File: config.mk
export PLATFORM = sky130hd
export DESIGN_NAME = numarator_mod
export DESIGN_NICKNAME = d
export VERILOG_FILES = /design/src/rtl/numarator_mod.sv
export SDC_FILE = /design/constraint.sdc
export NUM_CORES = 1
export LEC_CHECK = 0
export ABC_AREA = 0
export BUFFER_PORTS_ARGS = -buffer_cell sky130_fd_sc_hd__buf_2
export CAP_MARGIN = 20
export CELL_PAD_IN_SITES_DETAIL_PLACEMENT = 0
export CELL_PAD_IN_SITES_GLOBAL_PLACEMENT = 2
export CORE_UTILIZATION = 31
export DETAILED_ROUTE_END_ITERATION = 16
export GPL_TIMING_DRIVEN = 0
export PLACE_DENSITY = 0.8
export SETUP_SLACK_MARGIN = 0.5
export SLEW_MARGIN = 20
export SYNTH_ARGS = -nofsm -noshare
export SYNTH_HDL_FRONTEND = slang
export SYNTH_SLANG_ARGS = --single-unit
File: constraint.sdc
create_clock -name clk_i -period 3.3 [get_ports clk_i]
set_input_delay 0.99 -clock clk_i [delete_from_list [all_inputs] [get_ports clk_i]]
set_output_delay 0.99 -clock clk_i [all_outputs]
set_load 0.01 [all_outputs]
File: src/rtl/numarator_mod.sv
// Up/down modulo counter with parallel load, wrap/saturate mode and a registered terminal-count pulse.
// Define NUMARATOR_PRESCALER_EN to divide count-enable by PRESCALE before it reaches the counter.
module numarator_mod #(
    parameter int unsigned     WIDTH     = 32,
    parameter longint unsigned MODULUS   = 2500,
    parameter longint unsigned RESET_VAL = 0,
    parameter int unsigned     PRESCALE  = 1
) (
    input  logic             clk_i,
    input  logic             rst_i,
    input  logic             clr_i,
    input  logic             en_i,
    input  logic             count_down_i,
    input  logic             sat_mode_i,
    input  logic             load_i,
    input  logic [WIDTH-1:0] load_val_i,
    output logic [WIDTH-1:0] out_o,
    output logic             tc_o,
    output logic             at_limit_o
);

    localparam logic [WIDTH-1:0] MAX_VAL = WIDTH'(MODULUS - 64'd1);
    localparam logic [WIDTH-1:0] RST_VAL = WIDTH'(RESET_VAL);

    if (MODULUS < 2 || RESET_VAL >= MODULUS || PRESCALE < 1 ||
        MODULUS > (64'd1 << WIDTH)) begin : g_param_check
        $error("numarator_mod: illegal parameter set");
    end

    logic [WIDTH-1:0] out_q, out_d;
    logic             tc_q, tc_d;
    logic             hit_q, hit_d;
    logic             dir_q;
    logic             step_tick;
    logic             ctrl_unknown;

`ifndef SYNTHESIS
    assign ctrl_unknown = $isunknown({count_down_i, sat_mode_i});
`else
    assign ctrl_unknown = 1'b0;
`endif

`ifdef NUMARATOR_PRESCALER_EN
    localparam int unsigned     PW       = $clog2(PRESCALE) + 1;
    localparam logic [PW-1:0]   PRE_LAST = PW'(PRESCALE - 1);

    logic [PW-1:0] presc_q, presc_d;

    assign step_tick = en_i && (presc_q == PRE_LAST);

    always_comb begin
        presc_d = presc_q;
        if (!clr_i || load_i) begin
            presc_d = '0;
        end else if (en_i) begin
            presc_d = step_tick ? '0 : presc_q + PW'(1);
        end
    end

    always_ff @(posedge clk_i or negedge rst_i) begin
        if (!rst_i) begin
            presc_q <= '0;
        end else begin
            presc_q <= presc_d;
        end
    end
`else
    assign step_tick = en_i;
`endif

    always_comb begin
        out_d = out_q;
        tc_d  = 1'b0;
        hit_d = hit_q;
        // A direction change re-arms the saturation pulse.
        if (count_down_i != dir_q) begin
            hit_d = 1'b0;
        end
        if (!clr_i) begin
            out_d = RST_VAL;
            hit_d = 1'b0;
        end else if (load_i) begin
            out_d = (load_val_i > MAX_VAL) ? MAX_VAL : load_val_i;
            hit_d = 1'b0;
        end else if (step_tick && !ctrl_unknown) begin
            if (!count_down_i) begin
                if (out_q != MAX_VAL) begin
                    out_d = out_q + WIDTH'(1);
                    hit_d = 1'b0;
                end else if (!sat_mode_i) begin
                    out_d = '0;
                    tc_d  = 1'b1;
                    hit_d = 1'b0;
                end else begin
                    tc_d  = !hit_d;
                    hit_d = 1'b1;
                end
            end else begin
                if (out_q != '0) begin
                    out_d = out_q - WIDTH'(1);
                    hit_d = 1'b0;
                end else if (!sat_mode_i) begin
                    out_d = MAX_VAL;
                    tc_d  = 1'b1;
                    hit_d = 1'b0;
                end else begin
                    tc_d  = !hit_d;
                    hit_d = 1'b1;
                end
            end
        end
    end

    always_ff @(posedge clk_i or negedge rst_i) begin
        if (!rst_i) begin
            out_q <= RST_VAL;
            tc_q  <= 1'b0;
            hit_q <= 1'b0;
            dir_q <= 1'b0;
        end else begin
            out_q <= out_d;
            tc_q  <= tc_d;
            hit_q <= hit_d;
            dir_q <= count_down_i;
        end
    end

    assign out_o      = out_q;
    assign tc_o       = tc_q;
    assign at_limit_o = count_down_i ? (out_q == '0) : (out_q == MAX_VAL);

endmodule

==> qor.yml <==
worst_setup_path:
  path_max_fanout: 3
  start_kind: "input pin"
  r2r_setup_slack_ns: 0.54
  crit_path_start: "count_down_i"
  endpoint: "at_limit_o"
  required_ns: 2.31
  r2r_start: "out_o[16]$_DFFE_PN0P_"
  r2r_end: "out_o[27]$_DFFE_PN0P_"
  path_class: "in -> out"
  reg2regPathDepth: 8
  end_kind: "primary output"
  cp.arrival_ns: 2.02
sta:
  max_freq_ghz: 0.332
  period_share: 0.913
  setup_viol: 0
  rsz0062_at_grt: "yes"
  hold_viol: 0
  slew_violations: 0
  fin_skew_ns: 0.00437
  slew_headroom: 0.414
  worst_hold_slack_ns: 0.527
  period_minus_slack_ns: 3.01
  tightest_slew_ns: 0.880
placement:
  postPlaceCellArea_um2: 3730
  routabilityCongestion: 0.839
  port_buffers: 71
  place_hpwl_um: 8580
clocking:
  cts_buffer_depth: 2
  cts_hold_buf: 0
  clk_latency_ns: 0.30
  tritoncts: "built"
  htreeDepth: 2
  root_buffer: "clkbuf_8"
  cts.sinks: 35
  cts_inserted_buffers: 5
  path_clk_slew_ns: 0.08
detailed_routing:
  drtPass1Iterations: 5
  ant_nets: 0
  routedWlPerCell_um: 18.1
  viasPerCell: 5.75
  wirelength_um: 11500
  vias: 3657
  drc: 0
  drt_iter0_markers: 171
yosys:
  syn_inst: 410
  yosys_most_used_dff: "dfrtp_1"
  syn_avg_cell_area_um2: 7.81
  synth_nets: 451
  async_flop_share: 1.00
  synth_area_um2: 3200
  yosysWarnings: 0
  synth_area_leader_cell: "dfrtp_1"
  ys_seq_area_frac: 0.274
  synth.distinct_cells: 73
  synth_edf_count: 0
  synth_top_area_share: 0.274
  synth.area.top_cells: "dfrtp_1 27%, nand2_1 4.9%, o21ai_0 4.5%"
  ys_ff_latch: 35
power_and_ir_drop:
  clockPowerShare: 0.309
  cellPowerDensity_nw_per_um2: 293
  seqPwrFrac: 0.390
  swShare: 0.340
  p_switching_w: 0.000402
  vdd_drop_max_v: 0.000139
  pwr-share-comb: 0.302
  p_leak_nw: 1.78
  internal_power_w: 0.000781
die:
  io_pins: 73
  die_h_um: 104
  num_rows: 36
  die_x_um: 104
  die-area_um2: 10700
  coreArea_um2: 9910
  start_util: 0.323
worst_hold_path:
  hold_class: "reg -> reg"
finish:
  fin_nets: 543
  register_area_um2: 878
  design_area_um2: 4040
  drive_gt1_frac: 0.296
  fin_util: 0.408
  multi_input_area_um2: 2210
  n_antenna_cell: 0
  syn2layout_area_growth_pct: 26.3
  fillers: 1048
global_route:
  antenna_found_initial: 0
  grt_pass1_vias: 3475
  grt_max_degree: 36
  track_usage: 0.214
  grt_pass1_wl_um: 18400
  overflow: 0
run:
  maxCapViolations: 0
run_status:
  outcome: "finished clean"
[cells by family after synthesis]
family / after synthesis / share of synthesized area
buf+inv: 38 / 0.0633
fa+ha+maj: 2 / 0.00782
flops: 35 / 0.274
simple gates: 205 / 0.376
xor+xnor: 8 / 0.0219
mux: 2 / 0.00626
compound gates: 120 / 0.251
[how the worst min path moves through the flow]
stage                               start              end  cells past startpoint
after floorplan           hit_q$_DFF_PN0_  hit_q$_DFF_PN0_                      2
after global placement    hit_q$_DFF_PN0_  hit_q$_DFF_PN0_                      2
after detailed placement  hit_q$_DFF_PN0_  hit_q$_DFF_PN0_                      2
after CTS                 hit_q$_DFF_PN0_  hit_q$_DFF_PN0_                      2
after global routing      hit_q$_DFF_PN0_  hit_q$_DFF_PN0_                      2
final                     hit_q$_DFF_PN0_  hit_q$_DFF_PN0_                      2
[area by class of cell]
| class | count | area share |
|---|---|---|
| multi-input combinational | 337 | 0.547 |
| inverter | 10 | 0.00928 |
| clock buffer | 8 | 0.0248 |
| tap | 133 | 0.0412 |
| buffer | 28 | 0.0439 |
| timing repair buffer | 85 | 0.116 |
| sequential | 35 | 0.217 |
[state kept, by name, indices dropped and copies added, names as in the netlist]
name and cells:
tc_o 1, hit_q 1, dir_q 1, out_o 32
[layer usage]
| layer | routed length, um | GRT usage | part of all wire | vias to the layer above |
|---|---|---|---|---|
| met2 | 5480 | 0.365 | 0.48 | 143 |
| met3 | 687 | 0.0283 | 0.060 | 9 |
| met5 | 0 | 0 | 0 | - |
| met4 | 104 | 0.0445 | 0.0091 | 0 |
| met1 | 5220 | 0.288 | 0.45 | 1756 |
| li1 | - | - | - | 1749 |
[power groups by stage]
stage	combinational, W	clock, W	sequential [W]
after floorplan	0.000198	0	0.000471
after global placement	0.000314	0	0.000469
after detailed placement	0.000315	0	0.000469
final	0.000357	0.000365	0.000461
after CTS	0.000351	0.000373	0.000461
after global routing	0.000389	0.000391	0.000464
[worst max-delay path: stages]
cell	delay, ns
buf_8	0.10
and4b_1	0.25
nand4_1	0.17
a211oi_4	0.33
buf_2	0.18
[cell usage after synthesis (4+ instances only)]
cell type,n
nand3_1,18
buf_2,8
clkbuf_1,10
dfrtp_1,35
nand4_1,10
a31oi_1,9
and4_1,6
o31ai_1,6
xnor2_1,5
nand2b_1,6
nor3_1,16
a211oi_1,4
inv_1,10
nor4_1,12
and3_1,10
nor3b_1,5
nor2_1,37
or3_1,10
a21o_1,4
o21ai_0,29
nand2_1,42
buf_4,6
a21oi_1,25
[timing repair]
item / in CTS / in global routing
endpoints found under the setup margin: 20 / 33
gates resized for setup: 16 / 14
pin swaps: 6 / 6
setup buffers: 12 / 2
[through the flow]
step | std cells | TNS, ns | power, W | setup slack (ns)
floorplan | 410 | 0 | 0.000669 | 0.504
global placement | 614 | -0.101 | 0.000783 | -0.101
detailed placement | 614 | -0.0981 | 0.000784 | -0.0981
CTS | 634 | 0 | 0.00119 | 0.285
global route | 636 | 0 | 0.00124 | 0.236
finish | 636 | 0 | 0.00118 | 0.286
[layout by cell type, fill, tap and decap left out, types with 9 or more instances in the layout]
master / Yosys / layout
dfrtp_1: 35 / 33
buf_2: 8 / 78
nor2_1: 37 / 37
nand3_1: 18 / 18
nand4_1: 10 / 10
nor3_1: 16 / 16
inv_1: 10 / 9
or3_1: 10 / 10
buf_4: 6 / 21
and3_1: 10 / 10
a31oi_1: 9 / 9
a21oi_1: 25 / 24
nor4_1: 12 / 10
o21ai_0: 29 / 29
nand2_1: 42 / 40
Note: power is estimated with default switching activity, not from simulation.
